===== src/rtl/draw_rect_pkg.sv =====
// ============================================================================
// draw_rect_pkg : shared types and geometry for the rectangle draw pipeline
// Revision      : 1.0
// ============================================================================
`default_nettype none

package draw_rect_pkg;

  localparam int COORD_W         = 12;
  localparam int V_RES_DEF       = 600;
  localparam int RECT_HEIGHT_DEF = 64;

  typedef enum logic [1:0] {
    IDLE    = 2'd0,
    FALLING = 2'd1,
    BOTTOM  = 2'd2,
    RISING  = 2'd3
  } state_e;

endpackage

`default_nettype wire


===== src/rtl/frame_tick.sv =====
// ============================================================================
// frame_tick : one-cycle pulse on each rising edge of vsync_in
// Revision   : 1.0
// ============================================================================
`default_nettype none

module frame_tick (
  input  logic pclk,
  input  logic rst_n,
  input  logic vsync_in,
  output logic tick
);

  logic vsync_q;

  always_ff @(posedge pclk or negedge rst_n) begin
    if (!rst_n) vsync_q <= 1'b0;
    else        vsync_q <= vsync_in;
  end

  assign tick = vsync_in & ~vsync_q;

endmodule

`default_nettype wire


===== src/rtl/draw_rect_ctl.sv =====
// ============================================================================
// draw_rect_ctl : mouse-follow / gravity-drop position controller, updated
//                 once per frame on the vsync rising edge.
// Build option  : DRAW_RECT_CTL_BOUNCE_EN adds a bounce (RISING) phase.
// Revision      : 1.0
// ============================================================================
`default_nettype none

module draw_rect_ctl
  import draw_rect_pkg::*;
#(
  parameter int V_RES          = V_RES_DEF,
  parameter int RECT_HEIGHT    = RECT_HEIGHT_DEF,
  parameter int GRAVITY        = 1,
  parameter int MAX_VEL        = 16
`ifdef DRAW_RECT_CTL_BOUNCE_EN
 ,parameter int BOUNCE_MIN_VEL = 4
`endif
) (
  input  logic               pclk,
  input  logic               rst_n,
  input  logic               vsync_in,
  input  logic [COORD_W-1:0] mouse_xpos,
  input  logic [COORD_W-1:0] mouse_ypos,
  input  logic               mouse_left,
  input  logic               mouse_right,
  output logic [COORD_W-1:0] xpos,
  output logic [COORD_W-1:0] ypos,
  output logic               falling
);

  localparam int VEL_W = 6;
  localparam logic [COORD_W:0]  FLOOR_Y = (COORD_W+1)'(V_RES - RECT_HEIGHT);
  localparam logic [VEL_W:0]    GRAV_W  = (VEL_W+1)'(GRAVITY);
  localparam logic [VEL_W:0]    MAXV_W  = (VEL_W+1)'(MAX_VEL);

  state_e             state_q, state_d;
  logic [COORD_W-1:0] xpos_q, xpos_d;
  logic [COORD_W-1:0] ypos_q, ypos_d;
  logic [VEL_W-1:0]   vel_q, vel_d;
  logic               falling_q, falling_d;
  logic               tick;

  logic [VEL_W:0]     vsum;
  logic [VEL_W-1:0]   vnew;
  logic [COORD_W:0]   ynew;
  logic [COORD_W-1:0] ymouse;

  frame_tick u_frame_tick (
    .pclk     (pclk),
    .rst_n    (rst_n),
    .vsync_in (vsync_in),
    .tick     (tick)
  );

  // 13-bit arithmetic so the floor compare never sees a wrapped sum
  assign vsum   = {1'b0, vel_q} + GRAV_W;
  assign vnew   = (vsum > MAXV_W) ? MAXV_W[VEL_W-1:0] : vsum[VEL_W-1:0];
  assign ynew   = {1'b0, ypos_q} + (COORD_W+1)'(vnew);
  assign ymouse = ({1'b0, mouse_ypos} > FLOOR_Y) ? FLOOR_Y[COORD_W-1:0] : mouse_ypos;

`ifdef DRAW_RECT_CTL_BOUNCE_EN
  localparam logic [VEL_W-1:0] BMIN_W = VEL_W'(BOUNCE_MIN_VEL);
  logic [VEL_W-1:0]   vdec;
  logic [COORD_W-1:0] yrise;
  assign vdec  = vel_q - GRAV_W[VEL_W-1:0];
  assign yrise = (ypos_q < COORD_W'(vdec)) ? '0 : ypos_q - COORD_W'(vdec);
`endif

  always_comb begin
    state_d = state_q;
    xpos_d  = xpos_q;
    ypos_d  = ypos_q;
    vel_d   = vel_q;
    if (tick) begin
      unique case (state_q)
        IDLE: begin
          xpos_d = mouse_xpos;
          ypos_d = ymouse;
          if (mouse_left) begin
            vel_d   = '0;
            state_d = FALLING;
          end
        end
        FALLING: begin
          vel_d = vnew;
          if (ynew >= FLOOR_Y) begin
            ypos_d  = FLOOR_Y[COORD_W-1:0];
`ifdef DRAW_RECT_CTL_BOUNCE_EN
            if (vnew >= BMIN_W) begin
              vel_d   = vnew >> 1;
              state_d = RISING;
            end else begin
              state_d = BOTTOM;
            end
`else
            state_d = BOTTOM;
`endif
          end else begin
            ypos_d = ynew[COORD_W-1:0];
          end
        end
        BOTTOM: begin
          vel_d = '0;
          if (mouse_right) state_d = IDLE;
        end
`ifdef DRAW_RECT_CTL_BOUNCE_EN
        RISING: begin
          if (vel_q <= GRAV_W[VEL_W-1:0]) begin
            vel_d   = '0;
            state_d = FALLING;
          end else begin
            vel_d  = vdec;
            ypos_d = yrise;
          end
        end
`endif
        default: state_d = IDLE;
      endcase
    end
    falling_d = (state_d == FALLING) || (state_d == RISING);
  end

  always_ff @(posedge pclk or negedge rst_n) begin
    if (!rst_n) begin
      state_q   <= IDLE;
      xpos_q    <= '0;
      ypos_q    <= '0;
      vel_q     <= '0;
      falling_q <= 1'b0;
    end else begin
      state_q   <= state_d;
      xpos_q    <= xpos_d;
      ypos_q    <= ypos_d;
      vel_q     <= vel_d;
      falling_q <= falling_d;
    end
  end

  assign xpos    = xpos_q;
  assign ypos    = ypos_q;
  assign falling = falling_q;

endmodule

`default_nettype wire


===== config.mk =====
export PLATFORM = sky130hd
export DESIGN_NAME = draw_rect_ctl
export DESIGN_NICKNAME = d
export VERILOG_FILES = /design/src/rtl/draw_rect_pkg.sv /design/src/rtl/frame_tick.sv /design/src/rtl/draw_rect_ctl.sv
export SDC_FILE = /design/constraint.sdc
export NUM_CORES = 1
export LEC_CHECK = 0
export BUFFER_PORTS_ARGS = -buffer_cell sky130_fd_sc_hd__buf_2
export CAP_MARGIN = 0
export CELL_PAD_IN_SITES_DETAIL_PLACEMENT = 2
export CELL_PAD_IN_SITES_GLOBAL_PLACEMENT = 2
export CORE_MARGIN = 1.5
export CORE_UTILIZATION = 31
export CTS_CLUSTER_DIAMETER = 50
export DETAILED_ROUTE_END_ITERATION = 12
export PLACE_DENSITY_LB_ADDON = 0.1
export REMOVE_ABC_BUFFERS = 1
export SETUP_SLACK_MARGIN = 0.4
export SLEW_MARGIN = 20
export SYNTH_ARGS = -nofsm -noshare
export SYNTH_HDL_FRONTEND = slang
export SYNTH_HIERARCHICAL = 1
export SYNTH_SLANG_ARGS = --single-unit

===== constraint.sdc =====
create_clock -name pclk -period 5 [get_ports pclk]
set_clock_uncertainty 0.2 [all_clocks]
set_input_delay 0 -clock pclk [delete_from_list [all_inputs] [get_ports pclk]]
set_output_delay 0 -clock pclk [all_outputs]
set_load 0.02 [all_outputs]

==> results.md, run 1 <==
- CTS tree: yes
- Setup WS pre-CTS: 1.02 ns
- CP cell instances: ha_1, and3_1, o21ai_0, nand2_1, nor2_1, ha_1, inv_1, fa_1, nand2b_1, a211oi_1, nor2_1, o31ai_1, a31oi_4, o31a_1
- DIE AREA: 0.00648 sq mm
- Worst-path clk slew: 0.08 ns
- Asr flop ratio synth: 100%
- Clk pwr share: 20.3%
- H-tree Lvls: 2
- Crit Path Class: register to register
- Tot GR Track Use: 21.0%
- Switch Pwr: 0.544 mW
- Arr. time, crit path: 3.96 ns
- Crit Path Max Fanout: 8
- CP bufs+invs: 1
- Initial antenna violation count: 0
- Worst setup EP type: register
- Post-DP HPWL: 4290 um
- RSZ-0062 raised after global routing: false
- Seq/Total Area, Yosys: 44.4%
- Part of the power in registers: 33.7%
- Static Leak: 1.17 nW
- Post-route cell area: 0.00260 sq mm
- Post-synth top area share: 44.4%
- Register bit total from synthesis: 33
- First-pass GRT wire length: 10,200 um
- Clk root buf: clkbuf_8
- Vias in the first global route: 2,005
- DRC Markers: 0
- Final hold vios: 0
- Synth Instances: 179
- Cell Rows: 28
- CP max-delay cell: o31ai_1
- Die Span Y: 80.5 um
- Worst Hold Class: input port to async pin
- Status: complete, no violations
- Initial Utilization: 31.8%
- # resized after CTS: 0
- Pwr dens: 506 mW/mm^2
- Post-CTS Hold Buffers: 29
- Fin util: 44.5%
- Final Setup Violations: 0
- Synth-to-layout area growth: 39.7%
- Top cell type by total area after synthesis: dfrtp_1
- Drt initial violations: 74
- Most frequent cells after synthesis: dfrtp_1, nand2_1, nor2_1
- TritonRoute pass-1 iters: 4
- Via count: 1,757
- Antenna diodes: 0
- Total gr overflow: 0
- Ys flop type: dfrtp_1
- Routed len/inst: 18.1 um
- Layout cell share with drive strength beyond 1: 30.2%
- CP peak stage delay: 0.43 ns
- Io pins: 54
- Mean area per synthesized cell: 10.4 sq um
- Count of different cell masters after synthesis: 48
- Fmax: 251 MHz
- WP data required: 4.97 ns
- Drt via density: 5.17
- Fin crit share: 79.7%
- Least-Margin Pin Slew: 1.03 ns
- Post-synth EDFFs: 0
- Synth Cell Area: 0.00186 sq mm
- Top-count cell post-synth: dfrtp_1
- Cell count after placement: 303
- Comb pwr share: 46.0%
- Non-Filler Instances: 340
- Die width: 80.5 um
- Post-CTS Setup Repair Bufs: 0
- Num CTS Buffers: 5
- Slew Limit Fails: 0
- Core ar.: 0.00585 sq mm
- Peak VDD IR: 220 uV
- Buffer depth of the longest clock path: 2
- Drt total wl: 6170 um
- Worst Slack Setup Final: 1.01 ns
- Largest cells by area after synthesis: dfrtp_1, mux2_2, ha_1
- Switch share: 41.3%
- Area after DPL: 0.00219 sq mm
- PortBufs: 53
- Worst-skew pair later-pin latency: 0.29 ns
- Worst rel slew slack: 31.2%
- Minimum clock period: 3.99 ns
- Startpoint types: register
- # clock sinks: 33
- CP delay by family, top: compound AO/OA/AOI/OAI gates
- Total negative slack: 0 ns
- Internal power: 0.773 mW
- GPL Wtd Cong: 0.817
- Max Cap Viol: 0
- Final ANT Viol Nets: 0
- Final net count: 301
- Largest net degree at the start of global routing: 34
- Ys Warns: 6
==> power by group through the flow <==
stage | clock, mW | sequential, mW | combinational (mW)
global placement | 0 | 0.439 | 0.563
floorplan | 0 | 0.526 | 0.298
global route | 0.285 | 0.460 | 0.668
finish | 0.267 | 0.444 | 0.605
detailed placement | 0 | 0.448 | 0.582
CTS | 0.275 | 0.444 | 0.610
==> sequential cells by signal, summed over array words and instances, names as in the netlist, named ones only <==
register,flops
ypos,12
u_frame_tick/vsync_q,1
vel_q,6
xpos,12
==> placed cells by master, fill, tap and decap left out, types with 2 or more instances in the layout <==
| master | netlist | routed |
|---|---|---|
| inv_1 | 7 | 7 |
| o21ai_0 | 9 | 9 |
| a22oi_1 | 7 | 7 |
| nor2_1 | 13 | 13 |
| dlygate4sd3_1 | 0 | 29 |
| a211oi_1 | 2 | 2 |
| nand2_1 | 14 | 14 |
| xor2_1 | 6 | 6 |
| nand2b_1 | 2 | 2 |
| nand3_1 | 4 | 4 |
| and3_1 | 2 | 2 |
| a22o_1 | 3 | 3 |
| clkbuf_8 | 0 | 6 |
| xnor2_1 | 3 | 3 |
| a21o_1 | 2 | 2 |
| buf_2 | 0 | 53 |
| a21oi_1 | 11 | 11 |
| mux2_2 | 12 | 12 |
| dfrtp_1 | 33 | 33 |
| o21bai_1 | 2 | 2 |
| o31ai_1 | 4 | 4 |
| o211ai_1 | 2 | 2 |
| nor3_1 | 2 | 2 |
| ha_1 | 7 | 7 |
| o31a_1 | 2 | 2 |
| and2_1 | 3 | 3 |
==> metal layers <==
layer	vias to the layer above	track usage, %	share of wire [%]
li1	823	-	-
met1	891	25.0	43
met4	0	4.66	0
met3	0	3.41	3.1
met5	-	0	0
met2	43	39.1	54
==> final cells by class <==
| type | count | area (sq um) |
|---|---|---|
| Sequential cell | 33 | 826 |
| Inverter | 8 | 32.5 |
| Fill cell | 630 | 3250 |
| Clock inverter | 2 | 37.5 |
| Clock buffer | 6 | 82.6 |
| Tap cell | 75 | 93.8 |
| Multi-Input combinational cell | 134 | 973 |
| Timing Repair Buffer | 82 | 556 |
==> path summary, 6_finish.rpt <==
kind	from	endpoint	slack, ns	cells past startpoint
max in group asynchronous	rst_n	ypos[7]	3.97	2
worst max register to register	vel_q[0]	ypos[4]	1.01	14
worst max-delay path	vel_q[0]	ypos[4]	1.01	14
worst min register to register	xpos[3]	xpos[3]	0.31	1
worst min-delay path	rst_n	vel_q[2]	0.13	2
min in group pclk	vsync_in	u_frame_tick/vsync_q	0.17	2
==> logic make-up (layout without fill, tap and decap cells) <==
| group | after synthesis | count (layout) | synth area share, % |
|---|---|---|---|
| AO/OA/AOI/OAI | 56 | 56 | 21.8 |
| AND/OR/NAND/NOR | 48 | 48 | 13.0 |
| flip-flops | 33 | 33 | 44.4 |
| multiplexers | 12 | 12 | 7.26 |
| buffers and inverters | 12 | 98 | 3.36 |
| XOR/XNOR | 9 | 9 | 4.23 |
| adder cells (fa/ha/maj) | 8 | 8 | 5.78 |
| other | 1 | 1 | 0.201 |
==> per-stage QoR <==
stage / total power, mW / hold slack, ns
2_1_floorplan: 0.824 / -0.496
3_3_place_gp: 1.00 / -0.0940
3_5_place_dp: 1.03 / -0.0796
4_1_cts: 1.33 / 0.154
5_1_grt: 1.41 / 0.195
6_report: 1.32 / 0.129
Power figures use the tool's default switching activity.
==> inputs of run 2 (changes only) <==
==> constraint.sdc (replaced) <==
create_clock -name pclk -period 3.7 [get_ports pclk]
set_clock_uncertainty 0.2 [all_clocks]
set_input_delay 0 -clock pclk [delete_from_list [all_inputs] [get_ports pclk]]
set_output_delay 0 -clock pclk [all_outputs]
set_load 0.02 [all_outputs]
==> results.md, run 2 (same netlist as run 1, synthesis figures left out) <==
- Status: complete, no violations
- GPL Wtd Cong: 0.801 (-1.9%)
- Drt total wl: 6930 um (+12%)
- Drt initial violations: 57 (-23%)
- TritonRoute pass-1 iters: 4 (unchanged)
- Most common cell after layout, fill and taps aside: buf_2
- Peak VDD IR: 300 uV (+36%)
- Via count: 1,888 (+7.5%)
- Initial antenna violation count: 0 (unchanged)
- Antenna diodes: 0 (unchanged)
- CP max-delay cell: dfrtp_1
- Core ar.: 0.00585 sq mm (unchanged)
- Fin crit share: 95.3% (+16 points)
- Synth-to-layout area growth: 57.5%
- CP delay by family, top: compound AO/OA/AOI/OAI gates
- First-pass GRT wire length: 10,900 um (+6.7%)
- Arr. time, crit path: 3.47 ns (-0.49 ns)
- Cell count after placement: 308 (+1.7%)
- CP cell instances: ha_4, and3_4, nand3_2, o21ai_2, nand2_2, nor2_4, ha_4, inv_2, fa_2, nand2b_4, a211oi_4, nor2_4, o211ai_1, a211oi_4, a31oi_4, a31oi_1
- Vias in the first global route: 2,136 (+6.5%)
- Most frequent cells in the layout: buf_2, dfrtp_1, dlygate4sd3_1, buf_4
- Minimum clock period: 3.53 ns (-0.462 ns)
- Final hold vios: 0 (unchanged)
- Worst-path clk slew: 0.08 ns (about the same)
- Sequential cell area: 826 sq um (unchanged)
- CP peak stage delay: 0.40 ns (-0.03 ns)
- Fmax: 284 MHz (+13%)
- Post-layout power: 2.06 mW (+56%)
- Non-Filler Instances: 359 (+5.6%)
- Tot GR Track Use: 22.6% (+1.6 points)
- Initial Utilization: 31.8% (unchanged)
- # clock sinks: 33 (unchanged)
- Worst-skew pair later-pin latency: 0.29 ns (about the same)
- CTS tree: yes
- Buffer depth of the longest clock path: 2 (unchanged)
- Clk root buf: clkbuf_8
- Final net count: 320 (+6.3%)
- Final ANT Viol Nets: 0 (unchanged)
- Fillers: 594 (-5.7%)
- Post-DP HPWL: 4510 um (+5.1%)
- Worst Hold Class: input port to async pin
- Largest net degree at the start of global routing: 34 (unchanged)
- PortBufs: 53 (unchanged)
- Worst setup EP type: register
- Drt via density: 5.26 (+1.8%)
- Max Cap Viol: 0 (unchanged)
- Startpoint types: register
- Io pins: 54 (unchanged)
- WP data required: 3.65 ns (-1.32 ns)
- Die Span Y: 80.5 um (unchanged)
- Layout cell share with drive strength beyond 1: 44.4% (+14 points)
- RSZ-0062 raised after global routing: true
- Worst rel slew slack: 49.0% (+18 points)
- Die width: 80.5 um (unchanged)
- H-tree Lvls: 2 (unchanged)
- Multi-input gate area: 0.00115 sq mm (+19%)
- CP bufs+invs: 1 (unchanged)
- Routed len/inst: 19.3 um (+6.3%)
- Total negative slack: 0 ns (unchanged)
- Crit Path Max Fanout: 8 (unchanged)
- DRC Markers: 0 (unchanged)
- Final Setup Violations: 0 (unchanged)
- Num CTS Buffers: 5 (unchanged)
- Static Leak: 1.30 nW (+11%)
- Cell Rows: 28 (unchanged)
- Least-Margin Pin Slew: 0.765 ns (-0.263 ns)
- Crit Path Class: register to register
- Total gr overflow: 0 (unchanged)
- DIE AREA: 0.00648 sq mm (unchanged)
- Pwr dens: 703 mW/mm^2 (+39%)
- Slew Limit Fails: 0 (unchanged)
## run 2: cell count changes in the layout (fill, tap and decap cells not counted), moves of 3 or more
cell,change
nor2_4,+3
ha_1,-4
o21ai_2,+4
o21ai_0,-4
buf_4,+17
nor2_1,-3
ha_4,+4
## run 2: timing repair
action / in CTS / in global routing
hold endpoints to repair: 59 / 0
pin swaps: 19 / 16
gates resized for setup: 36 / 5
hold buffers: 29 / 0
buffers inserted: 10 / 4
setup endpoints to repair: 12 / 12
## run 2: area by class of cell
cell class	instances	share of cell area, %
multi-input combinational	134	39.4
inverter	8	1.11
clock buffer	6	2.82
tap	75	3.20
timing repair buffer	101	24.1
sequential	33	28.2
clock inverter	2	1.28
## run 2: path summary, 6_finish.rpt
path | startpoint | endpoint | slack, ns | depth (start not counted)
min in group pclk | vsync_in | u_frame_tick/vsync_q | 0.19 | 2
max in group asynchronous | rst_n | ypos[7] | 2.69 | 2
hold / removal | rst_n | vel_q[2] | 0.11 | 2
setup reg to reg | vel_q[0] | register | 0.17 | 16
hold reg to reg | xpos[3] | xpos[3] | 0.31 | 1
setup / recovery | vel_q[0] | register | 0.17 | 16
## run 2: metrics by stage
stage | util, % | instance area [sq um] | hold WS [ns] | setup WS (ns)
after global routing | 50.1 | 2930 | 0.187 | 0.0686
after global placement | 38.1 | 2230 | -0.0944 | 0.0706
after floorplan | - | 1830 | -0.496 | 0.228
after CTS | 49.1 | 2870 | 0.150 | 0.201
final | 50.1 | 2930 | 0.109 | 0.175
after detailed placement | 38.1 | 2230 | -0.0759 | -0.229
## run 2: routing by layer
| layer | global-route usage, % | vias to the layer above | part of all wire, % |
|---|---|---|---|
| met5 | 0 | - | 0 |
| met4 | 7.76 | 0 | 2.7 |
| met3 | 3.86 | 19 | 3.2 |
| met2 | 41.3 | 61 | 53 |
| met1 | 26.3 | 943 | 41 |
| li1 | - | 865 | - |
## run 2: where the power goes
| part | internal, mW | switching (mW) | total [mW] |
|---|---|---|---|
| combinational | 0.497 | 0.584 | 1.08 |
| clock | 0.219 | 0.144 | 0.363 |
| sequential | 0.484 | 0.132 | 0.615 |
| total | 1.20 | 0.860 | 2.06 |
